==> src/rtl/vc_plane_egress_scheduler.sv <==
// Per-VC flit FIFOs drained only while their plane is active on plane_sel,
// plus a sticky monitor that the selector steps 0..VC-1 and wraps.
module vc_plane_egress_scheduler #(
  parameter  int VC    = 4,
  parameter  int DW    = 32,
  parameter  int DEPTH = 4,
  localparam int VCW   = $clog2(VC)
) (
  input  logic           clk,
  input  logic           rst,
  input  logic [VC:0]    plane_sel,
  input  logic           in_valid,
  input  logic [VCW-1:0] in_vc,
  input  logic [DW-1:0]  in_data,
  output logic           in_ready,
  output logic           out_valid,
  output logic [VCW-1:0] out_vc,
  output logic [DW-1:0]  out_data,
  input  logic           out_ready,
  output logic [VC-1:0]  vc_full,
  output logic [VC-1:0]  vc_empty,
  output logic           seq_error
);

  localparam int PW = $clog2(DEPTH);
  localparam int CW = PW + 1;
  localparam int SW = VC + 1;

  typedef enum logic {DISARMED, ARMED} mon_t;

  logic [DW-1:0] mem_q    [VC][DEPTH];
  logic [PW-1:0] wr_ptr_q [VC];
  logic [PW-1:0] wr_ptr_d [VC];
  logic [PW-1:0] rd_ptr_q [VC];
  logic [PW-1:0] rd_ptr_d [VC];
  logic [CW-1:0] cnt_q    [VC];
  logic [CW-1:0] cnt_d    [VC];
  logic [VC-1:0] push_oh;
  logic [VC-1:0] pop_oh;

  mon_t          mon_q;
  logic [SW-1:0] prev_q;
  logic [SW-1:0] exp_sel;
  logic          seq_error_q;

  // Selection by index compare keeps out-of-range in_vc/plane_sel from indexing arrays.
  always_comb begin
    in_ready  = 1'b0;
    out_valid = 1'b0;
    out_data  = '0;
    for (int unsigned i = 0; i < VC; i++) begin
      vc_full[i]  = (cnt_q[i] == CW'(DEPTH));
      vc_empty[i] = (cnt_q[i] == '0);
      if (in_vc == VCW'(i)) in_ready = (cnt_q[i] != CW'(DEPTH));
      if (plane_sel == SW'(i)) begin
        out_valid = (cnt_q[i] != '0);
        out_data  = mem_q[i][rd_ptr_q[i]];
      end
    end
  end

  assign out_vc = plane_sel[VCW-1:0];

  always_comb begin
    push_oh = '0;
    pop_oh  = '0;
    for (int unsigned i = 0; i < VC; i++) begin
      push_oh[i]  = in_valid & in_ready & (in_vc == VCW'(i));
      pop_oh[i]   = out_valid & out_ready & (plane_sel == SW'(i));
      wr_ptr_d[i] = push_oh[i] ? wr_ptr_q[i] + 1'b1 : wr_ptr_q[i];
      rd_ptr_d[i] = pop_oh[i]  ? rd_ptr_q[i] + 1'b1 : rd_ptr_q[i];
      case ({push_oh[i], pop_oh[i]})
        2'b10:   cnt_d[i] = cnt_q[i] + 1'b1;
        2'b01:   cnt_d[i] = cnt_q[i] - 1'b1;
        default: cnt_d[i] = cnt_q[i];
      endcase
    end
  end

  always_ff @(posedge clk) begin
    for (int unsigned i = 0; i < VC; i++) begin
      if (rst) begin
        wr_ptr_q[i] <= '0;
        rd_ptr_q[i] <= '0;
        cnt_q[i]    <= '0;
      end else begin
        wr_ptr_q[i] <= wr_ptr_d[i];
        rd_ptr_q[i] <= rd_ptr_d[i];
        cnt_q[i]    <= cnt_d[i];
      end
    end
  end

  always_ff @(posedge clk) begin
    for (int unsigned i = 0; i < VC; i++) begin
      if (push_oh[i]) mem_q[i][wr_ptr_q[i]] <= in_data;
    end
  end

  assign exp_sel = (prev_q == SW'(VC - 1)) ? '0 : prev_q + 1'b1;

  always_ff @(posedge clk) begin
    if (rst) begin
      mon_q       <= DISARMED;
      prev_q      <= '0;
      seq_error_q <= 1'b0;
    end else begin
      mon_q  <= ARMED;
      prev_q <= plane_sel;
      if (plane_sel >= SW'(VC) || (mon_q == ARMED && plane_sel != exp_sel))
        seq_error_q <= 1'b1;
    end
  end

  assign seq_error = seq_error_q;

endmodule

==> config.mk <==
export PLATFORM = sky130hd
export DESIGN_NAME = vc_plane_egress_scheduler
export DESIGN_NICKNAME = d
export VERILOG_FILES = /design/src/rtl/vc_plane_egress_scheduler.sv
export SDC_FILE = /design/constraint.sdc
export NUM_CORES = 1
export LEC_CHECK = 0
export CAP_MARGIN = 20
export CORE_MARGIN = 10
export CORE_UTILIZATION = 54
export CTS_CLUSTER_SIZE = 14
export DETAILED_ROUTE_END_ITERATION = 10
export PLACE_DENSITY = 0.78
export SYNTH_ARGS = -nofsm -noshare
export SYNTH_HDL_FRONTEND = slang
export SYNTH_SLANG_ARGS = --single-unit
==> constraint.sdc <==
create_clock -name clk -period 2.45 [get_ports clk]
set_input_delay 0.3675 -clock clk [delete_from_list [all_inputs] [get_ports clk]]
set_output_delay 0.3675 -clock clk [all_outputs]
set_load 0.1 [all_outputs]
Yosys cells after proc, flatten, opt, wreduce, memory -nomap -nowiden

Memory sizes are Yosys's and may differ from the RTL's.
Cells that the tools add are included.

Flip-flop bits (word level): 7
RAM bits: 540
Input bits: 43
Output and inout bits: 45
Logic and storage cells: 187
Memories kept: 4

$add $sub $neg: 17
Order comparisons: 13
Eq/ne operators: 24
Multiplexer cells: 77
Bitwise logic cells: 30
Reductions and logical operators: 19

Memory list:

| memory   | depth | bits a word | rd ports | clocked after Yosys merged registers in | wr ports | line | source |
|---|---|---|---|---|---|---|---|
| mem_q    | 4     | 128         | 4        | 0                                       | 1        | 31   | `logic [DW-1:0] mem_q [VC][DEPTH];` |
| cnt_q    | 4     | 3           | 4        | 0                                       | 4        | 36   | `logic [CW-1:0] cnt_q [VC];` |
| rd_ptr_q | 4     | 2           | 4        | 0                                       | 4        | 34   | `logic [PW-1:0] rd_ptr_q [VC];` |
| wr_ptr_q | 4     | 2           | 4        | 0                                       | 4        | 32   | `logic [PW-1:0] wr_ptr_q [VC];` |

Operators by type and width:

| operator            | count |
|---|---|
| $mux 128            | 10 |
| $mux 32             | 16 |
| $reduce_or 128->1   | 3 |
| $bmux 32 s2         | 4 |
| $demux 32 s2        | 4 |
| $mux 2              | 19 |
| $ge 3x3->1 const B  | 8 |
| $not 2->3           | 8 |
| $pmux 3 s2          | 4 |
| $add 2x1->2 const B | 8 |
| $eq 5x2->1 const B  | 3 |
| $mux 1              | 15 |
| $add 3x1->3 const B | 4 |
| $eq 2x2->1 const B  | 6 |
| $eq 3x3->1 const B  | 4 |
| $logic_not 3->1     | 4 |
| $lt 3x1->1 const B  | 4 |
| $mux 3              | 4 |
| $ne 3x3->1 const B  | 4 |
| $or 1x1->1          | 12 |
| $reduce_bool 3->1   | 4 |
| $sub 3x1->3 const B | 4 |
| $and 1x1->1         | 10 |
| $eq 2x1->1 const B  | 5 |
| 9 further kinds     | 13 |

Longest topological paths before layout

Gate-level depths: netlist (run 1).

Word-level depth: 13
Mapped depth: 10
Depth with buffers taken out: 9

Worst setup path before layout (run 1)

Ideal clock, no wire load.

Path kind: register to register
From: memory cnt_q[3][2] (netlist bit)
To: memory cnt_q[3][2] (netlist bit)
Library setup time: 71 ps
Arrival time: 4317 ps
Data required time: 2379 ps
Setup slack: -1938 ps
Stages on the path, launching flop included: 10
Buffers on the path: 0
Cells stage by stage: dfxtp_1 -> nor3b_1 -> nor3b_2 -> inv_1 -> ha_1 -> inv_1 -> fa_1 -> xor2_1 -> or3_1 -> a21oi_1

RTL lines:

| what        | line |
|---|---|
| from (decl) | 36 |

==> reports/results.tsv, run 1 <==
metric	value	unit
worst_skew_pair.late_latency	0.58	ns
synth_enable_flop_cells	512	
cts_tree	done	
synth-main-ff-cell	sky130_fd_sc_hd__edfxtp_1	
ctsHoldBuffers	0	
total_cts_buffers	50	
antenna_found_initial	3	
leakagePower	8.52	nW
timing.max_cap.violations	0	
multi_input_comb_area	0.00567	sq mm
finalPower	0.0188	W
grt-ovfl-total	0	
clkSlewWorstSetupHoldPaths	0.06	ns
rsz0062_at_grt	yes	
drt.antenna.violating_nets	0	
worst_ep_required_time	2.08	ns
status	complete, but fails checks	
initial_core_util	0.550	
hold_path_class	primary input to register	
min_period	2.72	ns
ff2ff_setup_slack	0.27	ns
power.density	705	mW/mm^2
wire_length_reported_by_the_detailed_router	50200	um
synth_commonest_cells	sky130_fd_sc_hd__edfxtp_1, sky130_fd_sc_hd__mux4_2, sky130_fd_sc_hd__mux2i_1, sky130_fd_sc_hd__dfxtp_1, sky130_fd_sc_hd__o22ai_1	
max_freq	367	MHz
post-synth-top-area-cell	sky130_fd_sc_hd__edfxtp_1	
synth_cell_type_count	44	
worstMarginPinSlew	0.612	ns
synthArstFlopShare	0	
viasPerCell	6.20	
area_taken_by_flip_flops_and_latches	0.0161	sq mm
ys_seq_area_frac	0.749	
chipWidth	219	um
port-buffer-count	87	
final_core_util	0.685	
post_synth_instance_area	0.0215	sq mm
detailedPlacementHpwl	27400	um
die_area	0.0481	sq mm
final_design_area_no_fill	0.0267	sq mm
drt_pre_antenna_iters	5	
max-clock-path-buffers	3	
dr_total_vias	10900	
global_route.usage.total	0.212	
synth_area_per_cell	21.1	sq um
place_worst_setup_slack	-0.540	ns
synthMostInstantiatedCell	sky130_fd_sc_hd__edfxtp_1	
wire_per_inst	28.5	um
end_kind	primary output	
placed_area	0.0246	sq mm
worst-path-max-fanout	7	
grt_start_max_net_pins	35	
yosys_register_bits	547	
die_h	219	um
violated_checks	setup timing	
fraction_of_the_cycle_the_final_worst_path_needs	1.11	
setup-violations-final	32	
crit_type	register to primary output	
synth_nets	1085	
syn-instance-count	1017	
cp-start-kind	register	
timing.final.max_slew_violations	0	
drc	0	
core_area	0.0390	sq mm
netlist_top_cells_area	sky130_fd_sc_hd__edfxtp_1, sky130_fd_sc_hd__mux4_2, sky130_fd_sc_hd__dfxtp_1	
drive_gt1_frac	0.381	
synth-warning-count	0	
first_pass_grt_wire_length	74900	um
grt_pass1_vias	11500	
place.gp.congestion	0.758	
clock_tree.root_cell	sky130_fd_sc_hd__clkbuf_16	
fp-row-count	72	
critical_path_arrival	2.35	ns
number_of_fillers_in_the_final_layout	2244	
final_net_count	1274	
final.setup_skew	0.0256	ns
cts_sinks	547	
worst_slew_margin_rel	0.591	
floorplan.io_pins	88	
dr.first_iter.drc_count	1091	
synth_largest_type_area_fraction	0.717	
finalHoldViolations	0	
post-route-worst-setup-slack	-0.272	ns
htreeDepth	2	
peakVddDrop	0.499	mV
synthToLayoutAreaGrowth	24.5	%
[report_power, final]
part	switching [W]	total [W]	internal (W)	leakage, nW
clock	0.00323	0.00744	0.00421	0.745
sequential	0.0000478	0.0104	0.0103	4.92
combinational	0.000627	0.00103	0.000399	2.85
total	0.00390	0.0188	0.0149	8.52
[worst max-delay path: stages (launching register included)]
cell and delay [ns]:
sky130_fd_sc_hd__dfxtp_4 0.49, sky130_fd_sc_hd__buf_12 0.19, sky130_fd_sc_hd__mux4_2 0.52, sky130_fd_sc_hd__mux2i_2 0.24
sky130_fd_sc_hd__o22ai_4 0.14, sky130_fd_sc_hd__buf_12 0.18
[repair_timing]
action,4_1_cts,5_1_grt
resized for setup,35,38
setup endpoints to repair,32,35
endpoints found under the hold margin,0,0
pin swaps,6,19
setup buffers,7,10
cloned,5,1
[path summary, 6_finish.rpt]
path | cells past startpoint | endpoint | start
max | 5 | out_data[14] | rd_ptr_q[1][0]
min | 3 | prev_q[3] | plane_sel[3]
max reg2reg | 8 | cnt_q[2][2] | cnt_q[2][0]
min reg2reg | 2 | cnt_q[0][2] | cnt_q[0][2]
[registers in the layout, summed over array words and instances, names as in the netlist]
register and count:
mem_q 512, cnt_q 12, rd_ptr_q 8, wr_ptr_q 8, prev_q 5, mon_q 1, seq_error 1
[metal layers]
layer,part of all wire,vias up,global-route usage
met5,0.00060,-,0
met4,0.025,4,0.0729
met3,0.090,79,0.0448
met2,0.51,571,0.354
met1,0.37,5712,0.272
li1,-,4547,-
[cell type report]
| cell class | count | area share |
|---|---|---|
| sequential | 547 | 0.603 |
| multi-input combinational | 390 | 0.212 |
| timing repair buffer | 191 | 0.0992 |
| clock buffer | 72 | 0.0515 |
| tap | 518 | 0.0243 |
| clock inverter | 14 | 0.00590 |
| inverter | 26 | 0.00365 |
| antenna | 1 | 0.0000937 |
[kinds of logic (layout without fill, tap and decap cells)]
logic type,Yosys count,count (layout),share of synthesized area
fa+ha+maj,25,25,0.0160
compound gates,53,53,0.0153
xor+xnor,25,25,0.0102
other cells,0,1,0
mux,198,198,0.168
simple gates,89,89,0.0256
buf+inv,80,303,0.0155
flops,547,547,0.749
[per-stage QoR]
stage / setup TNS, ns / hold slack, ns / cells
4_1_cts: -7.91 / 0.428 / 1749
2_1_floorplan: -1.48 / 0.466 / 1017
6_report: -6.85 / 0.197 / 1759
5_1_grt: -8.74 / 0.206 / 1759
3_5_place_dp: -5.86 / 0.505 / 1651
3_3_place_gp: -5.15 / 0.500 / 1651
[cells in the final DEF, fill, tap and decap left out, types with 17 or more instances in the layout]
cell                              Yosys  final
sky130_fd_sc_hd__buf_12               0     82
sky130_fd_sc_hd__buf_4                2     64
sky130_fd_sc_hd__clkbuf_1            27     19
sky130_fd_sc_hd__clkbuf_16            0     52
sky130_fd_sc_hd__clkdlybuf4s50_1      0     37
sky130_fd_sc_hd__edfxtp_1           512    512
sky130_fd_sc_hd__ha_1                21     17
sky130_fd_sc_hd__inv_1               26     21
sky130_fd_sc_hd__mux2i_1             68     37
sky130_fd_sc_hd__mux2i_2              0     19
sky130_fd_sc_hd__mux4_2             130    130
sky130_fd_sc_hd__nor2_1              30     29
sky130_fd_sc_hd__o22ai_2              0     28
Note: power is estimated with default switching activity, not from simulation.
==> inputs of run 2 (changes only) <==
--- a/config.mk
+++ b/config.mk
@@ -7,5 +7,5 @@
 export LEC_CHECK = 0
 export CAP_MARGIN = 20
-export CORE_MARGIN = 10
+export CORE_MARGIN = 4
 export CORE_UTILIZATION = 54
 export CTS_CLUSTER_SIZE = 14
==> constraint.sdc (replaced) <==
create_clock -name clk -period 2.45 [get_ports clk]
set_input_delay 0.3675 -clock clk [delete_from_list [all_inputs] [get_ports clk]]
set_output_delay 0.3675 -clock clk [all_outputs]
set_load 0.01 [all_outputs]
==> run 2 against run 1 <==
The flow still finishes with violations (setup timing). Register-to-register slack got worse by 0.06 ns. Sequential share of layout area increased by 0.12 points. Largest cell class unchanged. Largest power group unchanged. Critical path type unchanged. Setup slack about the same.
==> reports/results.tsv, run 2 (synthesis results as in run 1) <==
metric	value	unit
status	complete, but fails checks	
violated_checks	setup timing	
wire_length_reported_by_the_detailed_router	50100	um
path_buf_inv	3	
clock_tree.root_cell	sky130_fd_sc_hd__clkbuf_16	
min_period	2.72	ns
crit_path_cell_trace	clkbuf_16 -> buf_8 -> mux4_2 -> mux2i_1 -> o22ai_2 -> buf_2	
cp_slowest_cell	sky130_fd_sc_hd__mux4_2	
peakVddDrop	0.588	mV
mostFrequentLayoutCell	sky130_fd_sc_hd__edfxtp_1	
grt_start_max_net_pins	26	
total_cts_buffers	55	
path_delay_family	multiplexers	
cts_sinks	547	
detailedPlacementHpwl	29400	um
power.density	722	mW/mm^2
core_area	0.0390	sq mm
fraction_of_the_cycle_the_final_worst_path_needs	1.11	
max_freq	367	MHz
worst_skew_pair.late_latency	0.61	ns
worst-path-max-fanout	5	
post-route-worst-setup-slack	-0.272	ns
largest_reg_flops	512	
cp-start-kind	register	
drt.antenna.violating_nets	0	
grt-ovfl-total	0	
finalHoldViolations	0	
ctsHoldBuffers	0	
worst_slew_margin_rel	0.565	
antenna_found_initial	0	
timing.critical_path.slowest_cell_delay	0.50	ns
worstMarginPinSlew	0.651	ns
synthToLayoutAreaGrowth	24.2	%
place.gp.congestion	0.787	
initial_core_util	0.550	
drive_gt1_frac	0.366	
drt_pre_antenna_iters	5	
grt_pass1_vias	11800	
instances_no_fill	1819	
global_route.usage.total	0.236	
port-buffer-count	87	
dr.first_iter.drc_count	942	
rsz0062_at_grt	yes	
setup-violations-final	32	
crit_type	register to primary output	
max-clock-path-buffers	3	
viasPerCell	6.03	
timing.final.max_slew_violations	0	
final.setup_skew	0.0179	ns
leakagePower	8.73	nW
antenna_cells_inserted	0	
wire_per_inst	27.5	um
clkSlewWorstSetupHoldPaths	0.06	ns
cts_tree	done	
finalPower	0.0192	W
hold_path_class	primary input to register	
fp-row-count	72	
final_cell_mix	sky130_fd_sc_hd__edfxtp_1, sky130_fd_sc_hd__mux4_2, sky130_fd_sc_hd__buf_4, sky130_fd_sc_hd__clkbuf_16, sky130_fd_sc_hd__buf_12	
critical_path_arrival	2.35	ns
worst_ep_required_time	2.08	ns
drc	0	
final_net_count	1329	
place.detailed.instances	1686	
first_pass_grt_wire_length	76100	um
end_kind	primary output	
die_h	207	um
die_area	0.0430	sq mm
htreeDepth	2	
chipWidth	207	um
floorplan.io_pins	88	
timing.max_cap.violations	0	
dr_total_vias	11000	
-- run 2: changes by cell type in the layout (fill, tap and decap cells not counted), sizes merged --
cell / delta
dlymetal6s2s: -2
dlygate4sd2: +1
diode: -1
clkinvlp: +1
inv: -1
clkinv: +10
clkdlybuf4s15: +1
bufinv: +1
clkdlybuf4s50: +13
buf: +37
-- run 2: path summary, 6_finish.rpt --
path,slack (ns),cells after the start,end,start
setup / recovery,-0.27,6,out_data[17],rd_ptr_q[3][0]
hold / removal,0.18,3,prev_q[3],plane_sel[3]
setup reg to reg,0.21,10,cnt_q[1][2],cnt_q[1][2]
hold reg to reg,0.53,2,cnt_q[0][2],cnt_q[0][2]
-- run 2: layout make-up --
type	count	area [sq um]
clock buffers	72	1480
clock inverters	25	234
fillers	2301	12400
inverters	26	97.6
multi-input cells	390	5380
flip-flops and latches	547	16100
well taps	518	648
repair buffers	241	2700
-- run 2: layer usage --
metal | wire length [um] | track usage
met5 | 0 | 0
met4 | 1340 | 0.0796
met3 | 3420 | 0.0478
met2 | 26100 | 0.399
met1 | 19200 | 0.311
-- run 2: worst min-delay path, delay by kind of cell --
kind / cells / cell delay [ns]
buffers and inverters: 2 / 0.25
AND/OR/NAND/NOR: 1 / 0.12
-- run 2: repair_timing --
| item | 4_1_cts | 5_1_grt |
|---|---|---|
| cloned | 4 | 1 |
| hold endpoints to repair | 0 | 0 |
| endpoints found under the setup margin | 37 | 39 |
| resized for setup | 201 | 36 |
| setup buffers | 33 | 5 |
| pin swaps | 16 | 20 |
-- run 2: where the power goes --
| part | total (W) | switching (W) | internal [W] |
|---|---|---|---|
| clock | 0.00808 | 0.00342 | 0.00467 |
| combinational | 0.000784 | 0.000440 | 0.000344 |
| sequential | 0.0104 | 0.0000453 | 0.0103 |
| total | 0.0192 | 0.00390 | 0.0153 |
-- run 2: per-stage QoR --
stage	instance area, sq um	worst slack [ns]	TNS [ns]	hold slack [ns]	util
after CTS	26600	-0.268	-6.70	0.341	0.682
after global routing	26600	-0.326	-7.67	0.203	0.683
after global placement	24300	-0.488	-14.46	0.497	0.622
after detailed placement	24300	-0.544	-15.35	0.510	0.622
final	26600	-0.272	-5.79	0.177	0.683
after floorplan	21500	-0.0821	-0.164	0.466	-
